`src/rtl/ei_axi4_reset_ctrl.sv`:
```
// rtl/ei_axi4_reset_ctrl.sv - per-channel AXI4 aresetn sequencer
// Power-on reset, immediate/random-delay injection, staggered per-channel release.
module ei_axi4_reset_ctrl #(
  parameter int unsigned NUM_CH     = 2,
  parameter int unsigned MIN_ASSERT = 16,
  parameter int unsigned STAGGER    = 2,
  parameter int unsigned DLY_W      = 8,
  parameter logic [15:0] LFSR_SEED  = 16'hACE1
) (
  input  logic              aclk,
  input  logic              areset,
  input  logic              inj_req,
  input  logic              inj_mode,
  input  logic [7:0]        inj_len,
  input  logic [NUM_CH-1:0] ch_mask,
  output logic              inj_ack,
  output logic [NUM_CH-1:0] aresetn_o,
  output logic              busy,
  output logic              done,
  output logic [15:0]       rst_count
);

  localparam int unsigned     LEN_MAX  = (MIN_ASSERT > 255) ? MIN_ASSERT : 255;
  localparam int unsigned     LW       = $clog2(LEN_MAX + 1);
  localparam int unsigned     CW       = $clog2(LEN_MAX + (NUM_CH - 1) * STAGGER + 1);
  localparam logic [15:0]     SEED     = (LFSR_SEED == 16'h0000) ? 16'h0001 : LFSR_SEED;
  localparam logic [LW-1:0]   MIN_LEN  = LW'(MIN_ASSERT);
  localparam logic [CW-1:0]   LAST_OFS = CW'((NUM_CH - 1) * STAGGER);

  typedef enum logic [1:0] {
    S_IDLE,
    S_DELAY,
    S_ASSERT,
    S_RELEASE
  } state_e;

  state_e            state_q, state_d;
  logic [NUM_CH-1:0] mask_q, mask_d;
  logic [NUM_CH-1:0] rstn_q, rstn_d;
  logic [LW-1:0]     len_q, len_d;
  logic [DLY_W-1:0]  dly_q, dly_d;
  logic [CW-1:0]     el_q, el_d;
  logic [15:0]       lfsr_q, lfsr_d;
  logic [15:0]       cnt_q, cnt_d;
  logic              inj_q, inj_d;
  logic              ack_q, ack_d;
  logic              done_q, done_d;
  logic              busy_q, busy_d;
  logic [LW-1:0]     clamp_len;
  logic [CW-1:0]     el_inc;
  logic [CW-1:0]     len_ext;

  // el_q counts edges since the low edge; channel i releases when it reaches len_q + i*STAGGER.
  always_comb begin
    state_d   = state_q;
    mask_d    = mask_q;
    rstn_d    = rstn_q;
    len_d     = len_q;
    dly_d     = dly_q;
    el_d      = el_q;
    cnt_d     = cnt_q;
    inj_d     = inj_q;
    ack_d     = 1'b0;
    done_d    = 1'b0;
    lfsr_d    = {lfsr_q[0] ^ lfsr_q[2] ^ lfsr_q[3] ^ lfsr_q[5], lfsr_q[15:1]};
    clamp_len = (LW'(inj_len) < MIN_LEN) ? MIN_LEN : LW'(inj_len);
    len_ext   = CW'(len_q);
    el_inc    = el_q + CW'(1);

    case (state_q)
      S_IDLE: begin
        if (inj_req && (ch_mask != '0)) begin
          ack_d  = 1'b1;
          mask_d = ch_mask;
          len_d  = clamp_len;
          inj_d  = 1'b1;
          if (inj_mode) begin
            dly_d   = lfsr_q[DLY_W-1:0];
            state_d = S_DELAY;
          end else begin
            rstn_d  = rstn_q & ~ch_mask;
            el_d    = '0;
            state_d = S_ASSERT;
          end
        end
      end
      S_DELAY: begin
        if (dly_q == '0) begin
          rstn_d  = rstn_q & ~mask_q;
          el_d    = '0;
          state_d = S_ASSERT;
        end else begin
          dly_d = dly_q - 1'b1;
        end
      end
      S_ASSERT, S_RELEASE: begin
        el_d = el_inc;
        for (int i = 0; i < int'(NUM_CH); i++) begin
          if (mask_q[i] && (el_inc == len_ext + CW'(i * STAGGER))) begin
            rstn_d[i] = 1'b1;
          end
        end
        // Sequence length is set by the last channel slot, masked or not.
        if (el_inc == len_ext + LAST_OFS) begin
          state_d = S_IDLE;
          done_d  = 1'b1;
          inj_d   = 1'b0;
          if (inj_q && (cnt_q != 16'hFFFF)) begin
            cnt_d = cnt_q + 16'd1;
          end
        end else if (el_inc == len_ext) begin
          state_d = S_RELEASE;
        end
      end
      default: state_d = S_IDLE;
    endcase

    busy_d = (state_d != S_IDLE);
  end

  always_ff @(posedge aclk or posedge areset) begin
    if (areset) begin
      state_q <= S_ASSERT;
      mask_q  <= '1;
      rstn_q  <= '0;
      len_q   <= MIN_LEN;
      dly_q   <= '0;
      el_q    <= '0;
      lfsr_q  <= SEED;
      cnt_q   <= '0;
      inj_q   <= 1'b0;
      ack_q   <= 1'b0;
      done_q  <= 1'b0;
      busy_q  <= 1'b1;
    end else begin
      state_q <= state_d;
      mask_q  <= mask_d;
      rstn_q  <= rstn_d;
      len_q   <= len_d;
      dly_q   <= dly_d;
      el_q    <= el_d;
      lfsr_q  <= lfsr_d;
      cnt_q   <= cnt_d;
      inj_q   <= inj_d;
      ack_q   <= ack_d;
      done_q  <= done_d;
      busy_q  <= busy_d;
    end
  end

  assign inj_ack   = ack_q;
  assign aresetn_o = rstn_q;
  assign busy      = busy_q;
  assign done      = done_q;
  assign rst_count = cnt_q;

endmodule

```
`config.mk`:
```
export PLATFORM = sky130hd
export DESIGN_NAME = ei_axi4_reset_ctrl
export DESIGN_NICKNAME = d
export VERILOG_FILES = /design/src/rtl/ei_axi4_reset_ctrl.sv
export SDC_FILE = /design/constraint.sdc
export NUM_CORES = 1
export LEC_CHECK = 0
export ABC_CLOCK_PERIOD_IN_PS = 3200
export CORE_UTILIZATION = 40
export CTS_CLUSTER_DIAMETER = 30
export DETAILED_ROUTE_END_ITERATION = 10
export PLACE_DENSITY = 0.63
export SYNTH_ARGS = -nofsm -noshare
export SYNTH_HDL_FRONTEND = slang
export SYNTH_SLANG_ARGS = --single-unit
```
`constraint.sdc`:
```
create_clock -name aclk -period 3.2 [get_ports aclk]
set_input_delay 0.96 -clock aclk [delete_from_list [all_inputs] [get_ports aclk]]
set_output_delay 0.96 -clock aclk [all_outputs]
set_load 0.1 [all_outputs]
```
# Word-level counts from Yosys, hierarchy flattened
# Index checks and enable logic that the tools add are counted.
[word_totals]
regBits = 67
rom_bits = 0
elab_cells = 85
inputBits = 14
ram_bits = 0
latch_bits = 0
mem_count = 0
out_inout_bits = 21
[classes]
mux = 28
n_mul = 0
n_shift = 0
div_mod_pow = 0
addsub = 4
bitwise_logic = 7
n_lt_le_gt_ge = 1
reduce_logical = 18
n_eq_ne = 14
[ops]
columns = ["operator", "count"]
rows = [
  ["2-to-1 mux 8 bit", 4],
  ["2-to-1 mux 9 bit", 3],
  ["one-hot mux 9 bit (3 select lines)", 1],
  ["adder 16 x 1 -> 16 bit (second input constant)", 1],
  ["2-to-1 mux 2 bit", 8],
  ["inequality test 16 bit (second input constant)", 1],
  ["inequality test 2 bit (second input constant)", 8],
  ["one-hot mux 8 bit (2 select lines)", 1],
  ["one-hot mux 2 bit (3 select lines)", 2],
  ["AND reduction 4 bit", 3],
  ["adder 8 x 2 -> 9 bit (second input constant)", 1],
  ["adder 9 x 1 -> 9 bit (second input constant)", 1],
  ["== test 9 x 8 -> 1 bit", 1],
  ["== test 9 bit", 1],
  ["AND reduction 3 bit", 3],
  ["zero test 8 bit", 1],
  ["< comparator 8 x 5 -> 1 bit (second input constant)", 1],
  ["2-to-1 mux 1 bit", 8],
  ["nonzero test 2 bit", 4],
  ["subtractor 8 x 1 -> 8 bit (second input constant)", 1],
  ["bitwise AND 2 bit", 2],
  ["== test 2 bit (second input constant)", 2],
  ["logical AND 1 bit", 4],
  ["NOT 2 bit", 2],
  ["other kinds (6)", 8],
]

# Depth between registers and ports, before layout
[logic_depth]
ltp_word = 6
depth_mapped = 9
depth_no_buf = 9

# Worst setup path after synthesis
# No wires, ideal clock.
[synth_timing]
path_kind = "register -> register"
startpoint = "reg cnt_q[4], in the netlist rst_count[4]"
endpoint = "reg cnt_q[10], in the netlist rst_count[10]"
n_path_buf = 1
path_slack_ps = 396
required_time_ps = 3038
stages_incl_launch_ff = 9
setup_time_ps = 162
arrival_time_ps = 2642
period_less_slack_ps = 2804
path_cell_list = "dfrtp_1 and4_1 and3_1 and3_1 and3_1 a41o_1 buf_2 nor4_1 xor2_1"
[synth_via]
elab_chain_len = 3
elab_cells_between_ends = 4
cone_classes = "add/sub: 1; eq/ne: 1; reduce/logical: 2"
[synth_lines]
columns = ["item", "line_no", "rtl"]
rows = [
  ["start, declared", "44", "logic [15:0] cnt_q, cnt_d;"],
  ["start signal, assigned", "143", "cnt_q <= cnt_d;"],
  ["branches (longest 3 deep; another with adder 16 x 1 -> 16 bit)", "n/a", ""],
]
# Parallel ways; which one is timed is not known.
# A chain may end at the register's enable or synchronous reset.

# Worst setup path in the final report
[layout_timing]
startpoint = "reg el_q[0]"
endpoint = "reg cnt_q[14], in the netlist rst_count[14]"
[layout_via]
elab_chain_len = 3
[layout_lines]
columns = ["item", "line_no", "rtl"]
rows = [
  ["start, declared", "42", "logic [CW-1:0] el_q, el_d;"],
  ["start signal, assigned", "141", "el_q <= el_d;"],
  ["adder 9 x 1 -> 9 bit", "68", "el_inc = el_q + CW'(1);"],
  ["== test 9 bit", "104", "if (el_inc == len_ext + LAST_OFS) begin"],
  ["AND reduction 3 bit (no line)", "n/a", ""],
]
# Every way passes these cells.

==> run_results.csv <==
group,metric,value,unit
timing,max_slew_margin,44.3,%
power,total_power,0.00328,W
worst_setup_path,critPathBufInv,1,
floorplanning,dieArea,8680,um^2
worst_setup_path,worst_path_max_delay_cell,"dfrtp_1",
synth,synth_fp_nets,335,
synth,yosys.area.top_type,"dfrtp_1",
worst_setup_path,path_cells,"ha_1 -> and3_4 -> xor2_2 -> a311o_1 -> a311oi_2 -> o2111ai_4 -> buf_4 -> nor4_1 -> xor2_1",
power,p_per_area,823,nW/um^2
min_path,hp-start,"lfsr_q[12]",
synth,syn_area,3320,um^2
final_layout,antenna_cells,0,
synth,synth_area_leaders,"dfrtp_1 41%, dfstp_2 10%, xor2_1 5.5%",
floorplanning,core_area,7890,um^2
worst_setup_path,worst-setup-path-type,"register to register",
synth,syn_area_per_cell,10.5,um^2
floorplanning,die_h,93.2,um
worst_setup_path,reg2reg_depth,9,
route,ant_nets,0,
worst_setup_path,r2r_end,"rst_count[14]",
synth,yosys_warnings,0,
global_route,gr-total-overflow,0,
final_layout,layout.nets,377,
synth,synth_top_flop_cell,"dfrtp_1",
synth,yosysSeqAreaShare,50.9,%
placement,numPortBuffers,34,
worst_setup_path,cp_slowest_stage_delay,0.43,ns
floorplanning,core.rowCount,32,
timing,fin_tns_setup,0,ns
worst_setup_path,arrival,3.02,ns
global_route,grt_antenna_before_repair,0,
timing,hold_viol_final,0,
synth,post_synth_num_cell_types,51,
global_route,grt.total_usage,17.5,%
worst_setup_path,endpoint_kind,"register",
power,p_leak,1.76,nW
final_layout,final_layout_size_suffix_gt1_share,20.6,%
clock_tree,cts.sinks,67,
power,p_switching,0.00133,W
clock_tree,cts_root_buffer,"clkbuf_8",
clock_tree,cts_hold_buf,0,
worst_setup_path,worstPathMaxFanout,14,
timing,period_minus_slack,2.76,ns
route,drtPass1Iterations,4,
final_layout,finish.utilization,50.4,%
floorplanning,die_x,93.2,um
timing,grt_setup_unrepaired,"no",
timing,period_share,86.3,%
floorplanning,initial_core_util,42.1,%
final_layout,fill_cells,727,
route,post_drt_wl_per_cell,15.0,um
floorplanning,io_pins,35,
placement,dp_hpwl,4880,um
route,num_vias,2473,
worst_setup_path,rr_startpoint,"el_q[0]",
route,first_iter_violations,151,
clock_tree,cts_setup_buffers,0,
timing,slew_viol_final,0,
clock_tree,clockBufferDepth,2,
clock_tree,cts_resized,0,
placement,gp_congestion,0.891,
worst_setup_path,worst_setup_path_start_kind,"register",
final_layout,layout.area.seq,1690,um^2
timing,max_freq,0.362,GHz
global_route,grt_pass1_vias,2329,
clock_tree,clk_pin_slew,0.09,ns
power,p_seq_share,37.8,%
synth,synth_top_area_share,40.6,%
timing,worst_slew_pin_slew,0.828,ns
final_layout,multi_input_area,1520,um^2
power,p_clk_share,23.6,%
power,intPower,0.00195,W
global_route,grt_max_degree,68,
worst_setup_path,worstPathRequired,3.46,ns
synth,syn_inst,317,
clock_tree,tritoncts,"done",
worst_setup_path,reg2reg_setup_slack,0.44,ns
power,pwr-share-comb,38.6,%
clock_tree,cts_buffers,9,
outcome,status,"completed",
route,wirelength,6990,um
min_path,min_path_type,"register to register",
synth,synth_enable_flop_cells,0,
power,switching_share,40.6,%
route,via_per_inst,5.31,
job,cap_violations,0,
min_path,min_to,"lfsr_q[11]",
power,peakVddDrop,0.291,mV
min_path,whs_path_depth,0,
synth,ys_seq_elements,67,
final_layout,syn2layout_area_growth,19.7,%
global_route,grt_pass1_wl,11800,um
synth,synth_async_sr_flop_share,100,%
clock_tree,htree_levels,3,
clock_tree,clock_latency,0.35,ns
timing,finalClockSkew,0.0178,ns
worst_setup_path,cpLargestDelayFamily,"compound AO/OA/AOI/OAI gates",
timing,setup_viol,0,
route,drc,0,
==> Yosys cell counts, types with 2 or more instances <==
library cell,number
o2bb2ai_1,2
nand2b_1,4
nor2_1,22
a31oi_1,3
xor2_1,21
a22o_1,2
nor3_1,6
nand2_1,40
dfstp_2,13
a22oi_1,3
clkbuf_1,6
a21oi_1,7
xnor2_1,16
nand4_1,3
buf_2,3
inv_1,12
dfrtp_1,54
and3_1,7
xnor3_1,3
ha_1,4
o21ai_0,23
nor4_2,7
mux2i_1,2
nand3_1,18
nor4_1,9
or4_1,2
==> power by group through the flow <==
stage / Sequential (W) / Combinational [W] / Clock (W)
after floorplan: 0.00138 / 0.000856 / 0
after global placement: 0.00124 / 0.00125 / 0
after detailed placement: 0.00125 / 0.00126 / 0
after CTS: 0.00124 / 0.00126 / 0.000789
after global routing: 0.00127 / 0.00137 / 0.000832
final: 0.00124 / 0.00127 / 0.000772
==> flip-flops by register name, indices dropped and copies added, names as in the netlist, 2 cells and up <==
signal,cells
lfsr_q,16
rst_count,16
el_q,9
dly_q,8
len_q,8
aresetn_o,2
mask_q,2
state_q,2
==> stage by stage <==
stage          area [um^2]  hold WS [ns]  std cells  setup WS, ns
3_5_place_dp          3760         0.338        450         0.453
5_1_grt               3980         0.368        466         0.269
6_report              3980         0.348        466         0.437
4_1_cts               3980         0.354        466         0.430
2_1_floorplan         3320         0.331        317         0.396
3_3_place_gp          3760         0.337        450         0.533
==> worst max path at each step <==
| stage | to | cells past startpoint | startpoint | slack [ns] |
|---|---|---|---|---|
| 2_1_floorplan | rst_count[10] | 8 | rst_count[4] | 0.40 |
| 6_report | rst_count[14] | 9 | el_q[0] | 0.44 |
| 5_1_grt | rst_count[10] | 9 | el_q[0] | 0.27 |
| 3_5_place_dp | rst_count[9] | 9 | el_q[0] | 0.45 |
| 3_3_place_gp | rst_count[1] | 8 | el_q[0] | 0.53 |
| 4_1_cts | rst_count[14] | 9 | el_q[0] | 0.43 |
==> placed cells by master, fill, tap and decap left out, types with 3 or more instances in the layout <==
cell / instances
dfrtp_1: 54
nand2_1: 40
buf_4: 29
o21ai_0: 23
nor2_1: 22
xor2_1: 21
nand3_1: 18
xnor2_1: 16
dfstp_2: 13
clkdlybuf4s50_1: 13
inv_1: 11
nor4_1: 9
clkbuf_8: 9
and3_1: 7
nor4_2: 7
a21oi_1: 7
nor3_1: 6
nand2b_1: 4
ha_1: 4
xnor3_1: 3
nand4_1: 3
a31oi_1: 3
a22oi_1: 3
clkinvlp_4: 3
==> kinds of logic (layout without fill, tap and decap cells) <==
family / Yosys count / count (layout) / synth area share, %
AOI/OAI and AO/OA: 52 / 52 / 10.7
xor gates and xnor gates: 41 / 41 / 12.3
adders and majority gates: 4 / 4 / 1.51
buffers and inverters: 25 / 72 / 3.27
DFF: 67 / 67 / 50.9
muxes: 3 / 3 / 0.941
and+or+nand+nor: 125 / 125 / 20.4
==> worst reg2reg max path: cells and delay by family, from the launching register on <==
family,cells,cell delay (ns)
AND/OR/NAND/NOR,2,0.58
flip-flops,1,0.43
adder cells (fa/ha/maj),1,0.27
buffers and inverters,1,0.25
XOR/XNOR,2,0.34
AO/OA/AOI/OAI,3,0.82
==> layer usage <==
metal	global-route usage (%)	vias to the layer above	part of all wire (%)
met4	6.54	0	1.6
li1	-	1194	-
met3	3.17	10	3.8
met1	26.0	1211	50
met5	0	-	0
met2	25.4	58	45
==> cell type report <==
class	instances	area share, %
Inverter	13	1.23
Sequential cell	67	42.5
Clock inverter	6	2.30
Clock buffer	10	3.21
Tap cell	102	3.21
Timing Repair Buffer	43	9.25
Multi-Input combinational cell	225	38.3
Note: power is estimated with default switching activity, not from simulation.
==> variant: new RTL, same settings <==
Reset style: synchronous (`areset`), changed in one clocked block.
--- a/src/rtl/ei_axi4_reset_ctrl.sv
+++ b/src/rtl/ei_axi4_reset_ctrl.sv
@@ -118,7 +118,7 @@
     busy_d = (state_d != S_IDLE);
   end
 
-  always_ff @(posedge aclk or posedge areset) begin
+  always_ff @(posedge aclk) begin
     if (areset) begin
       state_q <= S_ASSERT;
       mask_q  <= '1;
Behaviour: same outputs for any inputs over 10 cycles, from zero or initial values and one cycle with areset high; that may be too few to reach the edited logic, so the function may still have changed.
==> variant against the unedited design <==
Area after synthesis is 6.2% higher. Synthesized cell count is 30% higher. Setup slack worse by 180 ps. Global-route usage is 1.6 points higher. Wire length is 16% higher. Cell area is 2.5% higher. Sequential cell count stayed put. Clock skew is 8.7 ps lower. Highest routed layer unchanged.
Power is not compared: it rests on default switching activity, and its combinational part moved more than twofold at a synthesized area within 25%.
==> variant: results (changes against the unedited design) <==
[run_status]
result_of_the_run = completed

[synthesis]
yosys.cell_types.count = 59  ; +16%
synth_cells = 412  ; +30%
ys_top_cells_by_count = dfxtp_1, nor2_1, a21oi_1, nand2_1, nand3_1
ys_async_sr_fraction_pct = 0  ; -100 points
synth.top_cells.by_area = dfxtp_1, a21oi_1, nor2_1, nand3_1, nor2b_1

[grt]
first_global_vias = 2852  ; +22%
met1_demand_to_capacity_share_in_global_routing_pct = 26.5  ; +0.52 points
antenna_found_initial = 0  ; unchanged
globalRouteMet3Util_pct = 3.55  ; +0.38 points
globalRouteTotalUtil_pct = 19.1  ; +1.6 points
global_route.usage.met2_pct = 29.2  ; +3.9 points
wire_length_of_the_first_global_routing_pass_um = 13600  ; +16%

[layout]
final_layout_size_suffix_gt1_share_pct = 14.6  ; -6.0 points
layout.comb_gates.multi_input = 313  ; +39%
multi_input_area_share_pct = 50.0  ; +12 points
nNonClkInverters = 8  ; -5
nets = 459  ; +22%
count_of_plain_and_timing_repair_buffers_in_the_layout = 42  ; -2.3%
seqAreaFraction_pct = 32.9  ; -9.6 points
signal_buffer_area_fraction_pct = 8.72  ; -0.53 points
multi_input_comb_area_um2 = 2040  ; +34%
final_cell_count_no_fill = 551  ; +18%
fill_cells = 821  ; +13%

[critical_path]
critPathMaxFanout = 18  ; +4
worst_ep_arrival_time_ps = 3180  ; +160 ps
worst_case_reg_to_reg_path_depth = 8  ; -1

[sta]
timing.slew.headroom_pct = 34.7  ; -9.6 points
skew_ps = 9.07  ; -8.69 ps

[power_and_ir_drop]
pwr-share-clk_pct = 38.2

[detailed_routing]
met1Wirelength_um = 4070  ; +16%
wl_per_cell_um = 14.8  ; -1.5%
detailroute.wirelength.met2_um = 3580  ; +15%
post_drt_via_cell_ratio = 5.55  ; +4.6%
uppermost_layer_routed = met4
drt_iter0_drc = 233  ; +54%
route.met3.wl_um = 376  ; +42%

[placement]
placedCellCount = 535  ; +19%
detailedPlacementHpwl_um = 5660  ; +16%
placedInstanceArea_um2 = 3900  ; +3.7%
gp_congestion = 0.871  ; -2.2%

[die]
core_area_um2 = 8380  ; +6.3%

[variant: final timing paths]
path	startpoint	endpoint	slack, ps
min	lfsr_q[11]	lfsr_q[10]	410
min reg2reg	lfsr_q[11]	lfsr_q[10]	410
max	el_q[0]	rst_count[14]	260
max reg2reg	el_q[0]	rst_count[14]	260
[variant: cells by family (layout without fill, tap and decap cells)]
| group | count (synthesis) | in the layout | share of synthesized area, % |
|---|---|---|---|
| xor gates and xnor gates | 22 | 22 | 6.27 |
| adders and majority gates | 4 | 4 | 1.42 |
| DFF | 67 | 67 | 38.0 |
| and+or+nand+nor | 183 | 183 | 29.2 |
| AOI/OAI and AO/OA | 90 | 90 | 16.6 |
| muxes | 14 | 14 | 4.25 |
| buffers and inverters | 32 | 66 | 4.22 |
[variant: critical path, stage by stage, from the launching register on]
cell,delay [ps]
dfxtp_1,420
ha_1,290
and3_2,260
xnor2_1,90
or3_1,390
a221o_1,490
buf_4,260
nor4_2,290
mux2_1,340
